--- src/rtl/ctrl_pkg.sv ---
// Shared constants and stage records for the control pipeline.
// Latency: none (types, constants and one pure helper function).
// Backpressure: not applicable.
package ctrl_pkg;

  localparam int REG_AW = 5;
  localparam int ALU_CW = 4;

  localparam logic [ALU_CW-1:0] ALU_AND  = 4'b0000;
  localparam logic [ALU_CW-1:0] ALU_OR   = 4'b0001;
  localparam logic [ALU_CW-1:0] ALU_ADD  = 4'b0010;
  localparam logic [ALU_CW-1:0] ALU_SLLV = 4'b0011;
  localparam logic [ALU_CW-1:0] ALU_SRLV = 4'b0101;
  localparam logic [ALU_CW-1:0] ALU_SUB  = 4'b0110;
  localparam logic [ALU_CW-1:0] ALU_SLT  = 4'b0111;
  localparam logic [ALU_CW-1:0] ALU_SRAV = 4'b1000;

  // Everything the execute stage needs from decode.
  typedef struct packed {
    logic              regwrite;
    logic              memtoreg;
    logic              memwrite;
    logic              alusrc;
    logic              regdst;
    logic              valid;
    logic [ALU_CW-1:0] aluctrl;
    logic [REG_AW-1:0] rs;
    logic [REG_AW-1:0] rt;
    logic [REG_AW-1:0] rd;
  } e_stage_t;

  typedef struct packed {
    logic              regwrite;
    logic              memtoreg;
    logic              memwrite;
    logic              valid;
    logic [REG_AW-1:0] writereg;
  } m_stage_t;

  typedef struct packed {
    logic              regwrite;
    logic              memtoreg;
    logic              valid;
    logic [REG_AW-1:0] writereg;
  } w_stage_t;

  // R-type instructions write rd, immediates/loads write rt.
  function automatic logic [REG_AW-1:0] dest_reg(input logic regdst,
                                                 input logic [REG_AW-1:0] rt,
                                                 input logic [REG_AW-1:0] rd);
    return regdst ? rd : rt;
  endfunction

endpackage

--- src/rtl/ctrl_pipe_if.sv ---
// Control-pipeline bus: decode inputs, hazard controls, E/M/W outputs.
// Latency: none (wires only).
// Backpressure: StallAll freezes the pipe; FlushE bubbles the E stage.
interface ctrl_pipe_if;
  import ctrl_pkg::*;

  logic              RegWriteD, MemtoRegD, MemWriteD, ALUSrcD, RegDstD, ValidD;
  logic [ALU_CW-1:0] ALUControlD;
  logic [REG_AW-1:0] RsD, RtD, RdD;
  logic              FlushE, StallAll;

  logic              RegWriteE, MemtoRegE, MemWriteE, ALUSrcE, RegDstE, ValidE;
  logic [ALU_CW-1:0] ALUControlE;
  logic [REG_AW-1:0] RsE, RtE, RdE, WriteRegE;

  logic              RegWriteM, MemtoRegM, MemWriteM, ValidM;
  logic [REG_AW-1:0] WriteRegM;

  logic              RegWriteW, MemtoRegW, ValidW;
  logic [REG_AW-1:0] WriteRegW;

  logic [31:0]       RetireCount;

  modport master (
    output RegWriteD, MemtoRegD, MemWriteD, ALUSrcD, RegDstD, ValidD,
           ALUControlD, RsD, RtD, RdD, FlushE, StallAll,
    input  RegWriteE, MemtoRegE, MemWriteE, ALUSrcE, RegDstE, ValidE,
           ALUControlE, RsE, RtE, RdE, WriteRegE,
           RegWriteM, MemtoRegM, MemWriteM, ValidM, WriteRegM,
           RegWriteW, MemtoRegW, ValidW, WriteRegW, RetireCount
  );

  modport slave (
    input  RegWriteD, MemtoRegD, MemWriteD, ALUSrcD, RegDstD, ValidD,
           ALUControlD, RsD, RtD, RdD, FlushE, StallAll,
    output RegWriteE, MemtoRegE, MemWriteE, ALUSrcE, RegDstE, ValidE,
           ALUControlE, RsE, RtE, RdE, WriteRegE,
           RegWriteM, MemtoRegM, MemWriteM, ValidM, WriteRegM,
           RegWriteW, MemtoRegW, ValidW, WriteRegW, RetireCount
  );

endinterface

--- src/rtl/pipe_reg.sv ---
// Generic pipeline register with enable and synchronous clear.
// Latency: 1 cycle from d to q when en=1.
// Backpressure: en=0 holds; clr only acts on an enabled edge, so a hold beats a clear.
module pipe_reg #(
  parameter int W = 8
) (
  input  logic         clk,
  input  logic         rst,
  input  logic         en,
  input  logic         clr,
  input  logic [W-1:0] d,
  output logic [W-1:0] q
);

  logic [W-1:0] q_d, q_q;

  // Next value: hold when disabled, otherwise load a bubble or the new data.
  always_comb begin
    q_d = q_q;
    if (en) begin
      q_d = clr ? '0 : d;
    end
  end

  // State register; reset wins over enable and clear.
  always_ff @(posedge clk) begin
    if (rst) begin
      q_q <= '0;
    end else begin
      q_q <= q_d;
    end
  end

  assign q = q_q;

endmodule

--- src/rtl/ctrl_pipe.sv ---
// Control-signal pipeline D->E->M->W with a retired-instruction counter.
// Latency: D fields reach E after 1 edge, M after 2, W after 3.
// Backpressure: StallAll freezes E/M/W and the counter; FlushE bubbles E when not stalled.
module ctrl_pipe
  import ctrl_pkg::*;
(
  input  logic        clk,
  input  logic        rst,
  ctrl_pipe_if.slave  bus
);

  e_stage_t          e_d, e_q;
  m_stage_t          m_d, m_q;
  w_stage_t          w_d, w_q;
  logic [REG_AW-1:0] write_reg_e;
  logic [31:0]       retire_cnt_d, retire_cnt_q;
  logic              adv;

  assign adv = ~bus.StallAll;

  // Decode fields into the E record; a non-valid slot can never write.
  always_comb begin
    e_d          = '0;
    e_d.valid    = bus.ValidD;
    e_d.regwrite = bus.RegWriteD & bus.ValidD;
    e_d.memwrite = bus.MemWriteD & bus.ValidD;
    e_d.memtoreg = bus.MemtoRegD;
    e_d.alusrc   = bus.ALUSrcD;
    e_d.regdst   = bus.RegDstD;
    e_d.aluctrl  = bus.ALUControlD;
    e_d.rs       = bus.RsD;
    e_d.rt       = bus.RtD;
    e_d.rd       = bus.RdD;
  end

  pipe_reg #(.W($bits(e_stage_t))) u_e_reg (
    .clk (clk),
    .rst (rst),
    .en  (adv),
    .clr (bus.FlushE),
    .d   (e_d),
    .q   (e_q)
  );

  assign write_reg_e = dest_reg(e_q.regdst, e_q.rt, e_q.rd);

  // E record into the M record, re-gating writes on the slot's valid bit.
  always_comb begin
    m_d          = '0;
    m_d.valid    = e_q.valid;
    m_d.regwrite = e_q.regwrite & e_q.valid;
    m_d.memwrite = e_q.memwrite & e_q.valid;
    m_d.memtoreg = e_q.memtoreg;
    m_d.writereg = write_reg_e;
  end

  pipe_reg #(.W($bits(m_stage_t))) u_m_reg (
    .clk (clk),
    .rst (rst),
    .en  (adv),
    .clr (1'b0),
    .d   (m_d),
    .q   (m_q)
  );

  // M record into the W record; memory write has no meaning past M.
  always_comb begin
    w_d          = '0;
    w_d.valid    = m_q.valid;
    w_d.regwrite = m_q.regwrite & m_q.valid;
    w_d.memtoreg = m_q.memtoreg;
    w_d.writereg = m_q.writereg;
  end

  pipe_reg #(.W($bits(w_stage_t))) u_w_reg (
    .clk (clk),
    .rst (rst),
    .en  (adv),
    .clr (1'b0),
    .d   (w_d),
    .q   (w_q)
  );

  // An instruction retires when it leaves a valid W slot on a moving edge.
  always_comb begin
    retire_cnt_d = retire_cnt_q;
    if (adv && w_q.valid) begin
      retire_cnt_d = retire_cnt_q + 32'd1;
    end
  end

  // Retire counter register; wraps naturally at 32 bits.
  always_ff @(posedge clk) begin
    if (rst) begin
      retire_cnt_q <= '0;
    end else begin
      retire_cnt_q <= retire_cnt_d;
    end
  end

  assign bus.RegWriteE   = e_q.regwrite;
  assign bus.MemtoRegE   = e_q.memtoreg;
  assign bus.MemWriteE   = e_q.memwrite;
  assign bus.ALUSrcE     = e_q.alusrc;
  assign bus.RegDstE     = e_q.regdst;
  assign bus.ValidE      = e_q.valid;
  assign bus.ALUControlE = e_q.aluctrl;
  assign bus.RsE         = e_q.rs;
  assign bus.RtE         = e_q.rt;
  assign bus.RdE         = e_q.rd;
  assign bus.WriteRegE   = write_reg_e;

  assign bus.RegWriteM   = m_q.regwrite;
  assign bus.MemtoRegM   = m_q.memtoreg;
  assign bus.MemWriteM   = m_q.memwrite;
  assign bus.ValidM      = m_q.valid;
  assign bus.WriteRegM   = m_q.writereg;

  assign bus.RegWriteW   = w_q.regwrite;
  assign bus.MemtoRegW   = w_q.memtoreg;
  assign bus.ValidW      = w_q.valid;
  assign bus.WriteRegW   = w_q.writereg;

  assign bus.RetireCount = retire_cnt_q;

endmodule

--- src/flat_wrapper.sv ---
// flat-port wrapper written by rule: the top's interface ports become plain ports
module ctrl_pipe_flat import ctrl_pkg::*;
  (clk, rst, bus_RegWriteD, bus_MemtoRegD, bus_MemWriteD, bus_ALUSrcD, bus_RegDstD, bus_ValidD, bus_ALUControlD, bus_RsD, bus_RtD, bus_RdD, bus_FlushE, bus_StallAll, bus_RegWriteE, bus_MemtoRegE, bus_MemWriteE, bus_ALUSrcE, bus_RegDstE, bus_ValidE, bus_ALUControlE, bus_RsE, bus_RtE, bus_RdE, bus_WriteRegE, bus_RegWriteM, bus_MemtoRegM, bus_MemWriteM, bus_ValidM, bus_WriteRegM, bus_RegWriteW, bus_MemtoRegW, bus_ValidW, bus_WriteRegW, bus_RetireCount);
  ctrl_pipe_if bus_i ();
  input  logic clk;
  input  logic rst;
  input wire logic [$bits(bus_i.RegWriteD)-1:0] bus_RegWriteD;
  input wire logic [$bits(bus_i.MemtoRegD)-1:0] bus_MemtoRegD;
  input wire logic [$bits(bus_i.MemWriteD)-1:0] bus_MemWriteD;
  input wire logic [$bits(bus_i.ALUSrcD)-1:0] bus_ALUSrcD;
  input wire logic [$bits(bus_i.RegDstD)-1:0] bus_RegDstD;
  input wire logic [$bits(bus_i.ValidD)-1:0] bus_ValidD;
  input wire logic [$bits(bus_i.ALUControlD)-1:0] bus_ALUControlD;
  input wire logic [$bits(bus_i.RsD)-1:0] bus_RsD;
  input wire logic [$bits(bus_i.RtD)-1:0] bus_RtD;
  input wire logic [$bits(bus_i.RdD)-1:0] bus_RdD;
  input wire logic [$bits(bus_i.FlushE)-1:0] bus_FlushE;
  input wire logic [$bits(bus_i.StallAll)-1:0] bus_StallAll;
  output wire logic [$bits(bus_i.RegWriteE)-1:0] bus_RegWriteE;
  output wire logic [$bits(bus_i.MemtoRegE)-1:0] bus_MemtoRegE;
  output wire logic [$bits(bus_i.MemWriteE)-1:0] bus_MemWriteE;
  output wire logic [$bits(bus_i.ALUSrcE)-1:0] bus_ALUSrcE;
  output wire logic [$bits(bus_i.RegDstE)-1:0] bus_RegDstE;
  output wire logic [$bits(bus_i.ValidE)-1:0] bus_ValidE;
  output wire logic [$bits(bus_i.ALUControlE)-1:0] bus_ALUControlE;
  output wire logic [$bits(bus_i.RsE)-1:0] bus_RsE;
  output wire logic [$bits(bus_i.RtE)-1:0] bus_RtE;
  output wire logic [$bits(bus_i.RdE)-1:0] bus_RdE;
  output wire logic [$bits(bus_i.WriteRegE)-1:0] bus_WriteRegE;
  output wire logic [$bits(bus_i.RegWriteM)-1:0] bus_RegWriteM;
  output wire logic [$bits(bus_i.MemtoRegM)-1:0] bus_MemtoRegM;
  output wire logic [$bits(bus_i.MemWriteM)-1:0] bus_MemWriteM;
  output wire logic [$bits(bus_i.ValidM)-1:0] bus_ValidM;
  output wire logic [$bits(bus_i.WriteRegM)-1:0] bus_WriteRegM;
  output wire logic [$bits(bus_i.RegWriteW)-1:0] bus_RegWriteW;
  output wire logic [$bits(bus_i.MemtoRegW)-1:0] bus_MemtoRegW;
  output wire logic [$bits(bus_i.ValidW)-1:0] bus_ValidW;
  output wire logic [$bits(bus_i.WriteRegW)-1:0] bus_WriteRegW;
  output wire logic [$bits(bus_i.RetireCount)-1:0] bus_RetireCount;
  assign bus_i.RegWriteD = bus_RegWriteD;
  assign bus_i.MemtoRegD = bus_MemtoRegD;
  assign bus_i.MemWriteD = bus_MemWriteD;
  assign bus_i.ALUSrcD = bus_ALUSrcD;
  assign bus_i.RegDstD = bus_RegDstD;
  assign bus_i.ValidD = bus_ValidD;
  assign bus_i.ALUControlD = bus_ALUControlD;
  assign bus_i.RsD = bus_RsD;
  assign bus_i.RtD = bus_RtD;
  assign bus_i.RdD = bus_RdD;
  assign bus_i.FlushE = bus_FlushE;
  assign bus_i.StallAll = bus_StallAll;
  assign bus_RegWriteE = bus_i.RegWriteE;
  assign bus_MemtoRegE = bus_i.MemtoRegE;
  assign bus_MemWriteE = bus_i.MemWriteE;
  assign bus_ALUSrcE = bus_i.ALUSrcE;
  assign bus_RegDstE = bus_i.RegDstE;
  assign bus_ValidE = bus_i.ValidE;
  assign bus_ALUControlE = bus_i.ALUControlE;
  assign bus_RsE = bus_i.RsE;
  assign bus_RtE = bus_i.RtE;
  assign bus_RdE = bus_i.RdE;
  assign bus_WriteRegE = bus_i.WriteRegE;
  assign bus_RegWriteM = bus_i.RegWriteM;
  assign bus_MemtoRegM = bus_i.MemtoRegM;
  assign bus_MemWriteM = bus_i.MemWriteM;
  assign bus_ValidM = bus_i.ValidM;
  assign bus_WriteRegM = bus_i.WriteRegM;
  assign bus_RegWriteW = bus_i.RegWriteW;
  assign bus_MemtoRegW = bus_i.MemtoRegW;
  assign bus_ValidW = bus_i.ValidW;
  assign bus_WriteRegW = bus_i.WriteRegW;
  assign bus_RetireCount = bus_i.RetireCount;
  ctrl_pipe u_core (.clk(clk), .rst(rst), .bus(bus_i));
endmodule
--- config.mk ---
export PLATFORM = sky130hd
export DESIGN_NAME = ctrl_pipe_flat
export DESIGN_NICKNAME = d
export VERILOG_FILES = /design/src/rtl/ctrl_pkg.sv /design/src/rtl/ctrl_pipe_if.sv /design/src/rtl/pipe_reg.sv /design/src/rtl/ctrl_pipe.sv /design/src/flat_wrapper.sv
export SDC_FILE = /design/constraint.sdc
export NUM_CORES = 1
export LEC_CHECK = 0
export BUFFER_PORTS_ARGS = -buffer_cell sky130_fd_sc_hd__buf_2
export CAP_MARGIN = 20
export CORE_MARGIN = 2
export CORE_UTILIZATION = 51
export CTS_BUF_LIST = sky130_fd_sc_hd__clkbuf_8
export DETAILED_ROUTE_END_ITERATION = 10
export PLACE_DENSITY = 0.88
export SKIP_CTS_REPAIR_TIMING = 1
export SLEW_MARGIN = 25
export SYNTH_ARGS = -nofsm -noshare
export SYNTH_HDL_FRONTEND = slang
export SYNTH_SLANG_ARGS = --single-unit
--- constraint.sdc ---
create_clock -name clk -period 2.54 [get_ports clk]
set_clock_uncertainty 0.05 [all_clocks]
set_input_delay 0.127 -clock clk [delete_from_list [all_inputs] [get_ports clk]]
set_output_delay 0.127 -clock clk [all_outputs]
set_load 0.02 [all_outputs]
==> results of run 1 <==
cell type report:
type	instances	share of cell area, %
Timing Repair Buffer	121	17.4
Multi-Input combinational cell	228	35.4
Inverter	7	0.673
Sequential cell	74	37.9
Clock inverter	6	2.72
Tap cell	75	2.40
Clock buffer	10	3.52
worst max-delay path, stage by stage (launching register included):
cell and delay (ns):
dfxtp_1 0.43, nand3_2 0.18, or4_1 0.85, nor4_1 0.35, mux2_1 0.36
power groups by stage:
stage	Combinational (uW)	Clock (uW)	Sequential (uW)
finish	189	1100	1200
global route	205	1170	1200
CTS	174	1120	1200
detailed placement	174	0	1220
global placement	170	0	1220
floorplan	96.0	0	1240
layout by cell type, fill, tap and decap left out, types with 2 or more instances in the layout:
master,Yosys,routed
nor2b_1,11,11
clkbuf_8,0,10
xor2_1,2,2
o31ai_1,6,6
o21ai_0,11,11
buf_2,3,107
nor4_1,4,4
nor4bb_1,2,2
or4_1,10,9
nand3_1,6,6
nor3_1,10,10
bufinv_16,0,3
mux2_2,5,5
nand4_1,8,8
a21oi_1,23,23
nor3b_1,2,2
inv_1,7,9
dlygate4sd3_1,0,10
nand2_1,7,7
mux2i_1,8,8
buf_4,10,3
mux2_1,4,4
or3_1,10,10
dfxtp_1,74,74
a22oi_1,24,24
nor2_1,59,59
xnor2_1,8,8
cells by family (layout without fill, tap and decap cells):
logic type,Yosys count,in the layout,synth area share [%]
AOI/OAI and AO/OA,64,64,12.9
xor gates and xnor gates,10,10,2.87
adders and majority gates,1,1,0.409
buffers and inverters,39,144,6.39
DFF,74,74,48.5
muxes,17,17,5.94
and+or+nand+nor,136,136,23.0
per-layer routing:
| metal | GRT usage, % | vias up | share of wire [%] |
|---|---|---|---|
| met4 | 11.2 | 0 | 1.7 |
| met2 | 36.6 | 108 | 50 |
| met3 | 6.56 | 15 | 7.2 |
| met1 | 26.8 | 1360 | 41 |
| li1 | - | 1400 | - |
| met5 | 0 | - | 0 |
Yosys cell counts:
cell      count  share of area (%)
dfxtp_1      74                 48
nor2_1       59                7.2
a22oi_1      24                5.9
a21oi_1      23                3.8
clkbuf_1     14                1.7
nor2b_1      11                2.3
o21ai_0      11                1.8
buf_4        10                2.5
nor3_1       10                1.6
or3_1        10                2.0
or4_1        10                2.5
mux2i_1       8                2.6
nand4_1       8                1.6
xnor2_1       8                2.3
inv_1         7               0.86
nand2_1       7               0.86
nand3_1       6               0.98
o31ai_1       6                1.5
mux2_2        5                1.8
buf_1         4               0.49
mux2_1        4                1.5
nor4_1        4               0.82
buf_2         3               0.49
nor3b_1       2               0.49
nor4bb_1      2               0.66
xor2_1        2               0.57
and3b_1       1               0.29
and4_1        1               0.29
buf_6         1               0.37
ha_1          1               0.41
nand3_2       1               0.33
nand3b_1      1               0.25
nand4b_1      1               0.29
or2_2         1               0.20
or3_2         1               0.25
worst max path at each step:
| stage | to | cells past startpoint |
|---|---|---|
| 6_report | u_core.bus.RetireCount[31] | 4 |
| 5_1_grt | u_core.bus.RetireCount[31] | 4 |
| 3_3_place_gp | u_core.bus.RetireCount[24] | 5 |
| 2_1_floorplan | u_core.bus.RetireCount[24] | 6 |
| 4_1_cts | u_core.bus.RetireCount[24] | 5 |
| 3_5_place_dp | u_core.bus.RetireCount[24] | 5 |
flip-flops by register name, summed over array words and instances (netlist names):
name,flops
u_core.u_m_reg.q,9
u_core.bus.RetireCount,32
u_core.u_w_reg.q,8
u_core.u_e_reg.q,25
through the flow:
stage | hold slack [ns] | total power [uW] | utilization [%]
final | -0.0328 | 2490 | 66.8
after global routing | 0.00379 | 2580 | 66.8
after CTS | -0.0511 | 2490 | 65.0
after detailed placement | 0.317 | 1400 | 60.8
after global placement | 0.303 | 1390 | 60.8
after floorplan | 0.221 | 1340 | -
==> impl_metrics.ini, run 1 <==
[setup_path]
worstSetupPathType = flip-flop to flip-flop
cp.required_ns = 2.73
cp-start-kind = flip-flop
crit_fanout = 19
rr_startpoint = u_core.bus.RetireCount[2]
critPathCaptureType = flip-flop
r2r_cells = 4
rrSetupSlack_ns = 0.21
rr_endpoint = u_core.bus.RetireCount[31]
arrival_ns = 2.51
cp-startpoint = u_core.bus.RetireCount[2]

[sta]
hold_slack_ns = -0.0328
slew_violations = 0
finalSetupViolations = 0
rsz0062_at_grt = no
fmax_mhz = 430
worstMarginPinSlew_ns = 0.846
layout_min_cycle_time_ns = 2.33
fin_tns_setup_ns = 0
hold_viol_final = 7
finalCritPeriodShare_pct = 91.6
setup_ws_ns = 0.214
maxSlewHeadroom_pct = 43.6

[min_path]
hp-class = input pin to flip-flop
min_to = u_core.u_e_reg.q[3]
worstHoldPathCells = 3
worstHoldStart = bus_RdD[3]

[pwr]
p_leak_uw = 0.00171
powerDensity_nw_per_um2 = 638
p_sw_share_pct = 22.4
comb_power_share_pct = 7.6
seq_power_share_pct = 48.1
internal_power_uw = 1930
pwr-share-clk_pct = 44.3
vdd_drop_max_mv = 0.374
p_switching_uw = 557

[drt]
antenna_left = 0
drt-initial-drc-count = 152
route.detailed.drc = 0
first_pass_iters = 5
vias = 2883
drt_wl_total_um = 7570
wl_per_cell_um = 14.5
vias_per_cell = 5.53

[floorplanning]
die_x_um = 81.4
die_h_um = 81.4
core_area_um2 = 5850
initial_core_util_pct = 52.2
die_area_um2 = 6630
num_io_pins = 108
rows = 28

[placement]
dpl.cell_count = 495
dp_hpwl_um = 4930
finalWeightedCongestion = 0.762
dpl_cell_area_um2 = 3560
port_buffers = 107
place_ws_ns = 0.111

[grt]
grt_pass1_wl_um = 11400
antenna_found_initial = 0
gr-total-overflow = 0
grt_pass1_vias = 2535
grt_use_total_pct = 22.4
grt_max_degree = 48

[clock_network]
clockBufferDepth = 2
clockRootBuffer = clkbuf_8
clk_pin_slew_ns = 0.08
cts.sinks = 74
htree_levels = 3
clk-insertion-delay-late_ns = 0.35
cts_made_buffers = 9
cts_tree = built

[layout]
register_area_um2 = 1480
finalNonFillerCells = 521
final.fill_count = 434
area_growth_pct = 27.8
design_area_um2 = 3910
num_antenna_cells = 0
multi_input_area_um2 = 1380
finalNetCount = 471
drive_gt1_share_pct = 30.0

[yosys]
yosysWarnings = 0
netlist_area_um2 = 3060
synth-seq-cells = 74
syn_inst = 341
ys_types = 35
syn_avg_cell_area_um2 = 8.96
yosysSeqAreaShare_pct = 48.5
syn-num-nets = 371

[run_status]
status = finished, violations left
violations = negative hold slack

[job]
maxCapViolCount = 0
(Power assumes the default switching activity.)
==> run 2: changes to the inputs <==
Settings changed: CORE_UTILIZATION 51 to 39, CTS_BUF_LIST sky130_fd_sc_hd__clkbuf_8 to sky130_fd_sc_hd__clkbuf_16, MAX_ROUTING_LAYER set to met4, PLACE_DENSITY 0.88 to 0.71.
==> run 2 against run 1 <==
  * The run still ends with negative hold slack left
  * Non-clock buffer count is 6 lower
  * Via count decreased by 2.8%
  * Register-to-register slack gained 0.08 ns
  * Count of clock-buffer cells in the layout is 1 lower
  * Combinational power decreased by 7%
  * Final cell count up 4.0%
  * Die area increased by 29%
  * Largest cell class unchanged
  * Highest routed layer unchanged
==> impl_metrics.ini, run 2 (synthesis results as in run 1) <==
[run_status]
status = finished, violations left
violations = negative hold slack

[grt]
grt.busiest_layer = met2
grt_pass1_vias = 2521
gr-total-overflow = 0
antenna_found_initial = 0
grt_pass1_wl_um = 11700
grt_max_degree = 44
grt_use_total_pct = 17.2
use_met1_pct = 22.0
grt_use_met2_pct = 27.0
grtUsageMet3_pct = 3.91

[setup_path]
cp.required_ns = 2.74
cp-start-kind = flip-flop
cp-startpoint = u_core.bus.RetireCount[0]
arrival_ns = 2.44
rrSetupSlack_ns = 0.30
critPathCaptureType = flip-flop
worstSetupPathType = flip-flop to flip-flop
crit_fanout = 18
rr_startpoint = u_core.bus.RetireCount[0]

[floorplanning]
die_area_um2 = 8560
num_io_pins = 108
die_h_um = 92.5
die_x_um = 92.5
core_area_um2 = 7650
rows = 32
initial_core_util_pct = 40.0

[sta]
setup_ws_ns = 0.296
layout_min_cycle_time_ns = 2.24
hold_slack_ns = -0.0125
worstMarginPinSlew_ns = 0.617
rsz0062_at_grt = no
maxSlewHeadroom_pct = 58.9
slew_violations = 0
finalCritPeriodShare_pct = 88.3
fmax_mhz = 446
hold_viol_final = 11
fin_tns_setup_ns = 0
finalSetupViolations = 0

[clock_network]
clk_pin_slew_ns = 0.06
cts_made_buffers = 9
cts.sinks = 74
cts_tree = built
clk-insertion-delay-late_ns = 0.33
clockBufferDepth = 2
htree_levels = 3
clockRootBuffer = clkbuf_16

[layout]
num_antenna_cells = 0
area_growth_pct = 28.9
design_area_um2 = 3940
finalNonFillerCells = 542
final_cell_mix = 107 x buf_2, 74 x dfxtp_1, 59 x nor2_1
drive_gt1_share_pct = 31.4
finalNetCount = 465
mostFrequentLayoutCell = buf_2
largest_register_ff_count = 32

[placement]
dp_hpwl_um = 5140
dpl.cell_count = 524
place_ws_ns = 0.0995
finalWeightedCongestion = 0.767
port_buffers = 107
dpl_cell_area_um2 = 3590

[drt]
route.detailed.drc = 0
drt-initial-drc-count = 64
vias = 2803
wl_per_cell_um = 13.4
drt_wl_total_um = 7260
vias_per_cell = 5.17
first_pass_iters = 4
antenna_left = 0

[pwr]
vdd_drop_max_mv = 0.321
p_leak_uw = 0.00170
powerDensity_nw_per_um2 = 689

[job]
maxCapViolCount = 0

[min_path]
hp-class = input pin to flip-flop
worstHoldStart = bus_RsD[2]
==> run 2: cell count changes in the layout (fill, tap and decap cells not counted) <==
cell / before / now
buf_4: 3 / 6
inv_1: 9 / 7
dlygate4sd3_1: 10 / 2
clkbuf_16: 0 / 9
bufinv_16: 3 / 2
clkinv_2: 0 / 2
clkbuf_8: 10 / 0
clkinvlp_4: 0 / 2
buf_12: 1 / 0
==> run 2: power breakdown <==
part	internal, uW	switching (uW)
logic	68.4	106
registers	1180	16.2
clock network	857	482
total	2110	604
==> run 2: per-stage QoR <==
stage	total power, uW	hold slack [ns]	utilization [%]
after detailed placement	1400	0.315	47.0
after global routing	2800	0.00158	51.5
final	2710	-0.0125	51.5
after global placement	1390	0.305	47.0
after CTS	2740	-0.0208	51.2
after floorplan	1340	0.221	-
==> run 2: worst paths after layout <==
check | to | depth (start not counted)
worst max-delay path | u_core.bus.RetireCount[22] | 5
worst min-delay path | u_core.u_e_reg.q[12] | 3
worst max register to register | u_core.bus.RetireCount[22] | 5
worst min register to register | u_core.u_w_reg.q[3] | 2
==> run 2: routing by layer <==
layer / vias to the layer above / share of wire, %
li1: 1391 / -
met1: 1308 / 47
met2: 100 / 46
met3: 4 / 6.1
met4: 0 / 0.70
met5: - / 0
==> run 2: layout make-up <==
type                       instances  area, um2
clock buffer                       9        225
clock inverter                     7       93.8
fill                             750       3710
inverter                           7       26.3
multi-input combinational        228       1380
sequential                        74       1480
tap                              102        128
timing repair buffer             115        601
==> run 2: critical path, stage by stage, from the launching register on <==
cell      delay, ns
dfxtp_1        0.41
ha_1           0.19
nand3b_1       0.15
or4_4          0.66
or4_1          0.53
a21oi_1        0.17
==> run 3: changes to the inputs <==
Clock period 2.54 ns to 2.25 ns, I/O delays scaled along.
==> run 3 against run 2 <==
  * Critical endpoint is now u_core.bus.RetireCount[29]
  * Sequential power increased by 13%
  * The flow still finishes with violations (negative hold slack)
  * Power increased by 1.9%
  * Via count decreased by 0.75%
  * Count of clock-buffer cells in the layout unchanged
==> impl_metrics.ini, run 3 (synthesis results as in run 1) <==
[run_status]
status = finished, violations left
violations = negative hold slack

[sta]
layout_min_cycle_time_ns = 2.11
finalCritPeriodShare_pct = 93.9
fin_tns_setup_ns = 0
finalSetupViolations = 0
hold_slack_ns = -0.0238
maxSlewHeadroom_pct = 61.2
setup_ws_ns = 0.137
fmax_mhz = 473
hold_viol_final = 13
rsz0062_at_grt = no
worstMarginPinSlew_ns = 0.582
slew_violations = 0

[pwr]
internal_power_uw = 2140
p_leak_uw = 0.00173
p_sw_share_pct = 22.6
pwr-share-clk_pct = 43.7
seq_power_share_pct = 49.0
vdd_drop_max_mv = 0.433
finalPower_uw = 2770
powerDensity_nw_per_um2 = 697
p_switching_uw = 625
comb_power_share_pct = 7.3

[floorplanning]
die_x_um = 92.5
die_h_um = 92.5
num_io_pins = 108
core_area_um2 = 7650
rows = 32
initial_core_util_pct = 40.0
die_area_um2 = 8560

[layout]
finalNetCount = 475
num_antenna_cells = 0
final.fill_count = 722
final_cell_mix = 107 x buf_2, 74 x dfxtp_1, 59 x nor2_1
register_area_um2 = 1480
area_growth_pct = 29.9
mostFrequentLayoutCell = buf_2
largest_register_ff_count = 32
final_core_util_pct = 51.9
design_area_um2 = 3970
drive_gt1_share_pct = 31.0
multi_input_area_um2 = 1390

[setup_path]
worstSetupPathType = flip-flop to flip-flop
arrival_ns = 2.30
crit_slowest_cell = or4_1
r2r_cells = 4
cp-startpoint = u_core.bus.RetireCount[12]
critPathTopFamily = simple AND/OR/NAND/NOR gates
cp-start-kind = flip-flop
path_buf_inv = 0
rr_startpoint = u_core.bus.RetireCount[12]
critical_path_depth = 4
cpMostUsedCell = or4_1
cp.required_ns = 2.44
crit_fanout = 7
crit_path_max_incr_delay_ns = 0.67
cp_cell_sequence = nand4_1 > or4_1 > or4_1 > a21oi_1
rr_endpoint = u_core.bus.RetireCount[29]
critPathCaptureType = flip-flop
rrSetupSlack_ns = 0.14

[min_path]
worstHoldPathCells = 3
worstHoldStart = bus_ALUControlD[0]
min_to = u_core.u_e_reg.q[15]
hp-class = input pin to flip-flop

[drt]
drt-initial-drc-count = 68
antenna_left = 0
wl_per_cell_um = 12.7
drt_wl_total_um = 6980
vias = 2782
first_pass_iters = 5
vias_per_cell = 5.05
route.detailed.drc = 0

[clock_network]
cts_tree = built
clockRootBuffer = clkbuf_16
cts.sinks = 74
cts_made_buffers = 9
clockBufferDepth = 2
htree_levels = 3
clk_pin_slew_ns = 0.05
clk-insertion-delay-late_ns = 0.32

[placement]
place_ws_ns = 0.0734
dpl_cell_area_um2 = 3620
port_buffers = 107
finalWeightedCongestion = 0.790
dp_hpwl_um = 4780

[job]
maxCapViolCount = 0

[grt]
gr-total-overflow = 0
grt_max_degree = 57
antenna_found_initial = 0
grt_pass1_wl_um = 11500
grt_use_total_pct = 17.0
grt_pass1_vias = 2501
## run 3: power groups by stage
stage / clock network (uW) / registers, uW / logic (uW)
2_1_floorplan: 0 / 1400 / 108
3_3_place_gp: 0 / 1380 / 191
3_5_place_dp: 0 / 1380 / 193
4_1_cts: 1240 / 1350 / 194
5_1_grt: 1300 / 1360 / 223
6_report: 1210 / 1350 / 203
## run 3: per-stage QoR
stage / hold WS [ns] / cells
finish: -0.0238 / 551
CTS: -0.0360 / 543
global route: 0.0000169 / 551
detailed placement: 0.300 / 528
floorplan: 0.207 / 341
global placement: 0.291 / 528
## run 3: worst max-delay path by stage
| stage | endpoint | slack, ns |
|---|---|---|
| 5_1_grt | u_core.bus.RetireCount[22] | 0.02 |
| 3_3_place_gp | u_core.bus.RetireCount[24] | 0.14 |
| 4_1_cts | u_core.bus.RetireCount[24] | 0.08 |
| 2_1_floorplan | u_core.bus.RetireCount[24] | 0.00009 |
| 3_5_place_dp | u_core.bus.RetireCount[24] | 0.07 |
| 6_report | u_core.bus.RetireCount[29] | 0.14 |
## run 3: area by class of cell
cell class | instances | share of cell area (%)
flip-flops and latches | 74 | 37.3
clock inverters | 6 | 0.662
multi-input cells | 228 | 35.0
well taps | 102 | 3.21
inverters | 7 | 0.662
clock buffers | 9 | 5.67
repair buffers | 125 | 17.5
## run 3: metal layers
layer	routed length, um	track usage (%)	part of all wire [%]
met5	0	-	0
met4	95	6.72	1.4
met3	410	3.74	5.9
met2	3150	26.0	45
met1	3320	21.9	48
## run 3: tightest hold or removal path, cell delays in order
cell	delay, ns
buf_2	0.07
a22oi_1	0.05
nor2_1	0.07
